### src/rtl/rc4_pkg.sv
// Shared definitions for the RC4 key-search sequencer: sequencer states, key width
// and the memory-mux select encodings used alongside the stage enables.
package rc4_pkg;

   localparam int KEY_W = 24;

   typedef enum logic [3:0] {
      IDLE,
      INIT,
      SHUFFLE,
      DECRYPT,
      CHECK,
      NEXT_KEY,
      FOUND,
      FAIL,
      ERROR
   } state_t;

   typedef enum logic [1:0] {
      MEM_NONE = 2'b00,
      MEM_WORK = 2'b01,
      MEM_ENC  = 2'b10,
      MEM_DEC  = 2'b11
   } mem_sel_t;

   function automatic logic is_stage(input state_t s);
      return (s == INIT) || (s == SHUFFLE) || (s == DECRYPT);
   endfunction

endpackage

### src/rtl/stage_timer.sv
// Per-stage watchdog: counts cycles without a completion pulse and flags the cycle
// in which the count would reach STAGE_TIMEOUT.
module stage_timer #(
   parameter logic [15:0] STAGE_TIMEOUT = 16'd4095
) (
   input  logic clk,
   input  logic reset,
   input  logic clear,
   input  logic en,
   output logic expired
);

   logic [15:0] count;

   // Combinational so the sequencer leaves the stage on the very edge the count hits the limit.
   assign expired = en && (count == (STAGE_TIMEOUT - 16'd1));

   always_ff @(posedge clk or posedge reset) begin
      if (reset) begin
         count <= '0;
      end else if (clear) begin
         count <= '0;
      end else if (en && !expired) begin
         count <= count + 16'd1;
      end
   end

endmodule

### src/rtl/rc4_stage_sequencer.sv
// Walks each candidate key through init/shuffle/decrypt, checks the result and
// advances the key until a legal message is found, the range runs out, or a stage stalls.
module rc4_stage_sequencer
   import rc4_pkg::*;
#(
   parameter logic [KEY_W-1:0] KEY_MAX       = 24'h3FFFFF,
   parameter logic [15:0]      STAGE_TIMEOUT = 16'd4095
) (
   input  logic             clk,
   input  logic             reset,
   input  logic             go,
   input  logic [KEY_W-1:0] key_start,
   input  logic             done_init,
   input  logic             done_shuffle,
   input  logic             done_decrypt,
   input  logic             msg_valid,
   output logic             start_init,
   output logic             start_shuffle,
   output logic             start_decrypt,
   output logic [KEY_W-1:0] secret_key,
   output logic             busy,
   output logic             found,
   output logic             exhausted,
   output logic             timeout_err
);

   state_t state, state_next;
   logic   in_stage;
   logic   stage_done;
   logic   go_accept;
   logic   tmr_clear;
   logic   tmr_en;
   logic   tmr_expired;

   assign in_stage  = is_stage(state);
   assign tmr_en    = in_stage && !stage_done;
   assign tmr_clear = !in_stage || (state_next != state);

   stage_timer #(
      .STAGE_TIMEOUT(STAGE_TIMEOUT)
   ) u_stage_timer (
      .clk    (clk),
      .reset  (reset),
      .clear  (tmr_clear),
      .en     (tmr_en),
      .expired(tmr_expired)
   );

   always_ff @(posedge clk or posedge reset) begin
      if (reset) begin
         state <= IDLE;
      end else begin
         state <= state_next;
      end
   end

   always_comb begin
      state_next = state;
      stage_done = 1'b0;
      go_accept  = 1'b0;
      case (state)
         IDLE, FOUND, FAIL, ERROR: begin
            if (go) begin
               go_accept  = 1'b1;
               state_next = INIT;
            end
         end
         INIT: begin
            stage_done = done_init;
            if (done_init)        state_next = SHUFFLE;
            else if (tmr_expired) state_next = ERROR;
         end
         SHUFFLE: begin
            stage_done = done_shuffle;
            if (done_shuffle)     state_next = DECRYPT;
            else if (tmr_expired) state_next = ERROR;
         end
         DECRYPT: begin
            stage_done = done_decrypt;
            if (done_decrypt)     state_next = CHECK;
            else if (tmr_expired) state_next = ERROR;
         end
         CHECK: begin
            // ">=" also ends a run whose start key was already beyond the range.
            if (msg_valid)                 state_next = FOUND;
            else if (secret_key >= KEY_MAX) state_next = FAIL;
            else                           state_next = NEXT_KEY;
         end
         NEXT_KEY: state_next = INIT;
         default:  state_next = IDLE;
      endcase
   end

   // Outputs are registered from the next state so they line up with the state register.
   always_ff @(posedge clk or posedge reset) begin
      if (reset) begin
         start_init    <= 1'b0;
         start_shuffle <= 1'b0;
         start_decrypt <= 1'b0;
         busy          <= 1'b0;
         secret_key    <= '0;
         found         <= 1'b0;
         exhausted     <= 1'b0;
         timeout_err   <= 1'b0;
      end else begin
         start_init    <= (state_next == INIT);
         start_shuffle <= (state_next == SHUFFLE);
         start_decrypt <= (state_next == DECRYPT);
         busy          <= is_stage(state_next) || (state_next == CHECK) ||
                          (state_next == NEXT_KEY);
         if (go_accept) begin
            secret_key  <= key_start;
            found       <= 1'b0;
            exhausted   <= 1'b0;
            timeout_err <= 1'b0;
         end else if (state == NEXT_KEY) begin
            secret_key <= secret_key + {{(KEY_W-1){1'b0}}, 1'b1};
         end
         if (state_next == FOUND && state != FOUND) found       <= 1'b1;
         if (state_next == FAIL  && state != FAIL)  exhausted   <= 1'b1;
         if (state_next == ERROR && state != ERROR) timeout_err <= 1'b1;
      end
   end

endmodule

### config.mk
export PLATFORM = sky130hd
export DESIGN_NAME = rc4_stage_sequencer
export DESIGN_NICKNAME = d
export VERILOG_FILES = /design/src/rtl/rc4_pkg.sv /design/src/rtl/stage_timer.sv /design/src/rtl/rc4_stage_sequencer.sv
export SDC_FILE = /design/constraint.sdc
export NUM_CORES = 1
export LEC_CHECK = 0
export CAP_MARGIN = 20
export CORE_MARGIN = 5
export CORE_UTILIZATION = 46
export DETAILED_ROUTE_END_ITERATION = 10
export PLACE_DENSITY = 0.76
export SLEW_MARGIN = 20
export SYNTH_ARGS = -nofsm -noshare
export SYNTH_HDL_FRONTEND = slang
export SYNTH_SLANG_ARGS = --single-unit
### constraint.sdc
create_clock -name clk -period 1.95 [get_ports clk]
set_input_delay 0.195 -clock clk [delete_from_list [all_inputs] [get_ports clk]]
set_output_delay 0.195 -clock clk [all_outputs]
set_load 0.02 [all_outputs]
==> impl_metrics.json, run 1 <==
{
  "period_share_pct": 103.8,
  "p_int_uw": 3246,
  "cts_sinks": 51,
  "r2r_cells": 6,
  "placed_area_sq_um": 3842,
  "cts_buffers": 5,
  "switching_share_pct": 42.72,
  "cellPowerDensity_nw_per_um2": 1414,
  "rows": 28,
  "crit_type": "flop to flop",
  "h-tree-depth": 2,
  "ys_warn_count": 0,
  "io-pin-count": 62,
  "place_ws_ns": -0.07030,
  "critPathArrivalTime_ns": 2.22,
  "synth_area_leaders": "dfrtp_1, xor2_1, nand2_1",
  "postSynth.asyncResetShare_pct": 100.0,
  "violations": "setup timing",
  "clock-root-buffer": "clkbuf_8",
  "grt_pass1_vias": 2723,
  "drt_iter0_drc": 164,
  "place.gp.congestion": 0.8702,
  "p_leak_uw": 0.001700,
  "synth_ff_type": "dfrtp_1",
  "synth_common_cells": "dfrtp_1, nand2_1, nor2_1",
  "design_area_sq_um": 4009,
  "vias": 2722,
  "syn_area_per_cell_sq_um": 9.220,
  "hold_path.class": "primary input to async pin",
  "core_area_sq_um": 5956,
  "ys_seq_elements": 51,
  "portBuffers": 61,
  "final_nets": 446,
  "antenna_cells": 0,
  "clk_latency_ns": 0.31,
  "slew_violations": 0,
  "worstPathRequired_ns": 2.15,
  "relSlewSlack_pct": 71.48,
  "drive_gt1_share_pct": 20.34,
  "rsz0062_at_grt": "yes",
  "die_w_um": 88.70,
  "drt_pre_antenna_iters": 5,
  "fin_tns_setup_ns": -0.1557,
  "synth_area_leader_cell": "dfrtp_1",
  "clock_power_share_pct": 11.2,
  "antenna_found_initial": 0,
  "clock_path_buffers": 2,
  "synth_enable_flop_cells": 0,
  "peakVddDrop_mv": 0.9070,
  "skew_ns": 0.008636,
  "status": "complete, but fails checks",
  "min_period_ns": 2.024,
  "seqPwrFrac_pct": 30.7,
  "start_util_pct": 47.84,
  "cp-start-kind": "flop",
  "fin_ws_ns": -0.07409,
  "drc_errors": 0,
  "synth_nets": 343,
  "hold_violations": 0,
  "wl_mm": 7.539,
  "grt-ovfl-total": 0,
  "syn-cell-area_sq_um": 2849,
  "tightest_slew_ns": 0.4218,
  "setup.worst_path.end_class": "flop",
  "drtAntennaViolNets": 0,
  "clk_pin_slew_ns": 0.10,
  "synthDominantCellAreaShare_pct": 44.80,
  "critPathMaxFanout": 7,
  "area_growth_pct": 40.71,
  "maxCapViolCount": 0,
  "wl_per_cell_um": 15.45,
  "combPwrFrac_pct": 58.1,
  "dieArea_sq_um": 7868,
  "grt_max_degree": 34,
  "synth_cell_types": 57,
  "synthCells": 309,
  "ys_seq_area_share_pct": 44.80,
  "setup-violations-final": 4,
  "max_freq_mhz": 494.1,
  "tritoncts": "done",
  "routed_via_density": 5.578,
  "place_hpwl_mm": 5.612,
  "grt_pass1_wl_mm": 12.62,
  "die_h_um": 88.70,
  "yosysMostFrequentCell": "dfrtp_1",
  "grt_usage_pct": 20.31,
  "switchingPower_uw": 2421
}
==> metal layers <==
metal,up-vias,part of all wire (%),global-route usage [%]
met2,98,50,34.82
met1,1300,43,25.72
met4,0,1.4,5.632
met5,-,0,0
met3,11,5.7,4.562
li1,1313,-,-
==> kinds of logic (layout without fill, tap and decap cells) <==
kind of cell	count (synthesis)	in the layout	share of synthesized area, %
DFF	51	51	44.80
adders and majority gates	3	3	1.318
AOI/OAI and AO/OA	67	67	15.99
xor gates and xnor gates	23	23	7.071
muxes	2	2	0.7027
buffers and inverters	20	124	3.074
and+or+nand+nor	143	143	27.05
==> flip-flops by register name, indices dropped and copies added (netlist names) <==
register             flops
exhausted                1
start_init               1
timeout_err              1
busy                     1
state                    4
start_shuffle            1
secret_key              24
start_decrypt            1
u_stage_timer.count     16
found                    1
==> repair_timing <==
action	in CTS	in global routing
endpoints found under the setup margin	2	14
hold buffers	0	0
pin swaps	2	6
gates resized for setup	1	9
buffers inserted	1	5
endpoints found under the hold margin	0	0
==> stage by stage <==
step	std cells	hold slack (ns)	total power [uW]	utilization (%)
global route	488	0.2214	6062	67.31
finish	488	0.1934	5667	67.31
floorplan	309	0.3103	3436	-
global placement	474	0.4564	4808	64.52
CTS	483	0.1992	5555	66.18
detailed placement	474	0.4620	4883	64.52
==> worst max-delay path, stage by stage (launching register included) <==
cell and delay, ns:
dfrtp_1 0.40, or3_4 0.40, nor4_4 0.27, buf_4 0.17
nor3b_1 0.04, a311o_2 0.39, a32o_1 0.25
==> final cells by class <==
cell class              count  area (sq um)
fillers                   490          1947
multi-input cells         238          1524
flip-flops and latches     51          1281
repair buffers            108         988.4
well taps                  75         93.84
clock buffers               7         86.33
inverters                   8         30.03
clock inverters             1         5.005
==> power groups by stage <==
stage / Sequential [uW] / Combinational (uW) / Clock, uW
after floorplan: 2090 / 1350 / 0
after global placement: 1740 / 3070 / 0
after detailed placement: 1750 / 3140 / 0
after CTS: 1720 / 3180 / 651
after global routing: 1790 / 3570 / 698
final: 1740 / 3290 / 633
==> path summary, 6_finish.rpt <==
kind | slack, ns | end | start
setup / recovery | -0.07 | found$_DFFE_PP0P_ | u_stage_timer.count[15]$_DFFE_PP0P_
hold / removal | 0.19 | secret_key[6]$_DFFE_PP0P_ | reset
setup reg to reg | -0.07 | found$_DFFE_PP0P_ | u_stage_timer.count[15]$_DFFE_PP0P_
hold reg to reg | 0.47 | exhausted$_DFFE_PP0P_ | exhausted$_DFFE_PP0P_
max in group asynchronous | 1.21 | state[0]$_DFF_PP0_ | reset
min in group clk | 0.43 | secret_key[10]$_DFFE_PP0P_ | key_start[10]
==> cell usage in the layout, fill, tap and decap left out, drive strengths merged, types with 2 or more instances in the layout <==
| master | n |
|---|---|
| clkbuf | 7 |
| nand2 | 38 |
| and3 | 8 |
| nor2 | 34 |
| inv | 8 |
| nor2b | 2 |
| and3b | 3 |
| nand4 | 11 |
| o22ai | 3 |
| o2111ai | 2 |
| nor3 | 6 |
| o2bb2a | 2 |
| nor3b | 2 |
| a31oi | 5 |
| a21oi | 12 |
| dfrtp | 51 |
| or2 | 5 |
| buf | 47 |
| and4 | 2 |
| a22oi | 2 |
| nor4 | 4 |
| a32o | 2 |
| or3 | 5 |
| mux2i | 2 |
| xor2 | 17 |
| xnor2 | 6 |
| nand3 | 19 |
| clkdlybuf4s50 | 61 |
| ha | 3 |
| o21ai | 26 |
Power figures use the tool's default switching activity.
==> run 2, diff against run 1 <==
Settings changed: ABC_AREA set to 1, CORE_MARGIN 5 to unset, CORE_UTILIZATION 46 to 47.
==> run 2 against run 1 <==
Effect of this change: the flow finishes with violations (DRC); routed wire length is 7.7% higher; maximum frequency is 18% higher; combinational power is 8.5% lower; sequential share of layout area is 0.12 points lower; largest cell class unchanged.
==> impl_metrics.json, run 2 <==
{
  "synth_area_leaders": "dfrtp_1, nand2_1, nor2_1",
  "critPathMaxFanout": 20,
  "reg_top3": "secret_key x24, u_stage_timer.count x16, state x4",
  "postSynth.asyncResetShare_pct": 100.0,
  "fin_util_pct": 62.05,
  "grt_usage_pct": 24.39,
  "path_cells": "inv_2, nand2_1, nand2_1, nand3_2, buf_4, inv_2, buf_4, nand2_1, o211ai_1, o21ai_0, inv_1",
  "path_common_cell": "nand2_1",
  "routed_via_density": 5.409,
  "drc_errors": 12,
  "tightest_slew_ns": 0.3878,
  "largest_reg_flops": 24,
  "hold_violations": 0,
  "p_leak_uw": 0.001760,
  "cp-start-kind": "flop",
  "drt_pre_antenna_iters": 7,
  "setup.worst_path.end_class": "flop",
  "synth_area_leader_cell": "dfrtp_1",
  "drtAntennaViolNets": 0,
  "final_cell_count_no_fill": 577,
  "core_area_sq_um": 6459,
  "yosysMostFrequentCell": "nand2_1",
  "vias": 3121,
  "io-pin-count": 62,
  "cts_hold_buf": 0,
  "cts_resized": 0,
  "syn_area_per_cell_sq_um": 7.365,
  "place.gp.congestion": 1.036,
  "rsz0062_at_grt": "no",
  "min_period_ns": 1.715,
  "fin_tns_setup_ns": 0,
  "antenna_found_initial": 0,
  "start_util_pct": 49.26,
  "grt_max_degree": 36,
  "clk_pin_slew_ns": 0.09,
  "cts_buffers": 5,
  "period_share_pct": 87.97,
  "synth_enable_flop_cells": 0,
  "portBuffers": 61,
  "clk_latency_ns": 0.31,
  "worstPathRequired_ns": 2.20,
  "final_nets": 534,
  "wl_mm": 8.117,
  "synthCells": 432,
  "design_area_sq_um": 4008,
  "synthDominantCellAreaShare_pct": 40.11,
  "area_growth_pct": 25.95,
  "synth_common_cells": "nand2_1, nor2_1, dfrtp_1",
  "place_hpwl_mm": 6.213,
  "ys_warn_count": 0,
  "critPathTopFamily": "buffers and inverters",
  "maxCapViolCount": 0,
  "status": "complete, but fails checks",
  "grt_pass1_vias": 2977,
  "critPathArrivalTime_ns": 1.97,
  "ys_seq_elements": 51,
  "grt_pass1_wl_mm": 13.90,
  "relSlewSlack_pct": 74.11,
  "hold_path.class": "primary input to async pin",
  "h-tree-depth": 2,
  "ys_seq_area_share_pct": 40.11,
  "cellPowerDensity_nw_per_um2": 1363,
  "violations": "DRC",
  "dieArea_sq_um": 7103,
  "hold_ws_ns": 0.1863,
  "drt_iter0_drc": 209,
  "cts_sinks": 51,
  "peakVddDrop_mv": 0.9644,
  "clock_path_buffers": 2,
  "syn-cell-area_sq_um": 3182,
  "layout_common_cells": "nand2_1, clkdlybuf4s50_1, nor2_1",
  "die_h_um": 84.28,
  "crit_buf_inv": 5,
  "slowest_delay_ns": 0.43,
  "crit_type": "flop to flop",
  "grt-ovfl-total": 0,
  "max_freq_mhz": 583.0,
  "clock-root-buffer": "clkbuf_8",
  "postCtsSetupBuffers": 0,
  "setup-violations-final": 0,
  "skew_ns": 0.004962,
  "tritoncts": "done",
  "drive_gt1_share_pct": 10.60,
  "slew_violations": 0,
  "wl_per_cell_um": 14.07,
  "largest-register": "secret_key",
  "placed_area_sq_um": 3920,
  "die_w_um": 84.28,
  "synth_nets": 466,
  "synth_ff_type": "dfrtp_1",
  "antenna_cells": 0,
  "placed_cells": 570,
  "synth_cell_types": 38,
  "final_common_cell": "nand2_1",
  "crit_slowest_cell": "dfrtp_1",
  "rows": 29
}
[run 2: changes by cell type after synthesis, moves of 8 or more]
cell,before,now
nor2_1,34,54
nand2_1,38,98
nor2_2,0,8
nand3_1,19,40
nand2_2,0,9
inv_1,8,41
[run 2: worst paths after layout]
| check | startpoint | end | slack, ns | cells after the start |
|---|---|---|---|---|
| max in group asynchronous | reset | secret_key[19]$_DFFE_PP0P_ | 1.24 | 3 |
| worst max register to register | state[1]$_DFF_PP0_ | secret_key[4]$_DFFE_PP0P_ | 0.23 | 11 |
| worst max-delay path | state[1]$_DFF_PP0_ | secret_key[4]$_DFFE_PP0P_ | 0.23 | 11 |
| worst min register to register | found$_DFFE_PP0P_ | found$_DFFE_PP0P_ | 0.49 | 2 |
| worst min-delay path | reset | secret_key[5]$_DFFE_PP0P_ | 0.19 | 2 |
| min in group clk | key_start[15] | secret_key[15]$_DFFE_PP0P_ | 0.46 | 3 |
[run 2: kinds of logic after synthesis]
kind of cell	share of synthesized area [%]
adder cells (fa/ha/maj)	1.180
AO/OA/AOI/OAI	9.595
XOR/XNOR	5.781
AND/OR/NAND/NOR	35.98
flip-flops	40.11
buffers and inverters	7.353
[run 2: cell type report]
class	instances	area (sq um)
repair buffers	70	690.7
clock inverters	1	5.005
inverters	49	185.2
flip-flops and latches	51	1276
clock buffers	6	82.58
well taps	77	96.34
multi-input cells	323	1672
fillers	592	2451
[run 2: per-layer routing]
metal	part of all wire, %	track usage [%]	up-vias
li1	-	-	1532
met1	43	30.99	1466
met2	49	42.62	111
met3	5.9	4.621	12
met4	1.4	6.583	0
met5	0	0	-
[run 2: where the power goes]
group | switching [uW] | total, uW | internal [uW]
clock | 352 | 631 | 280
sequential | 435 | 1820 | 1390
combinational | 1790 | 3010 | 1220
[run 2: through the flow]
| step | setup slack, ns | total power (uW) |
|---|---|---|
| after CTS | 0.2614 | 5466 |
| after global routing | 0.08207 | 5893 |
| after detailed placement | 0.2149 | 4823 |
| after global placement | 0.2571 | 4746 |
| final | 0.2346 | 5461 |
| after floorplan | 0.2802 | 3683 |
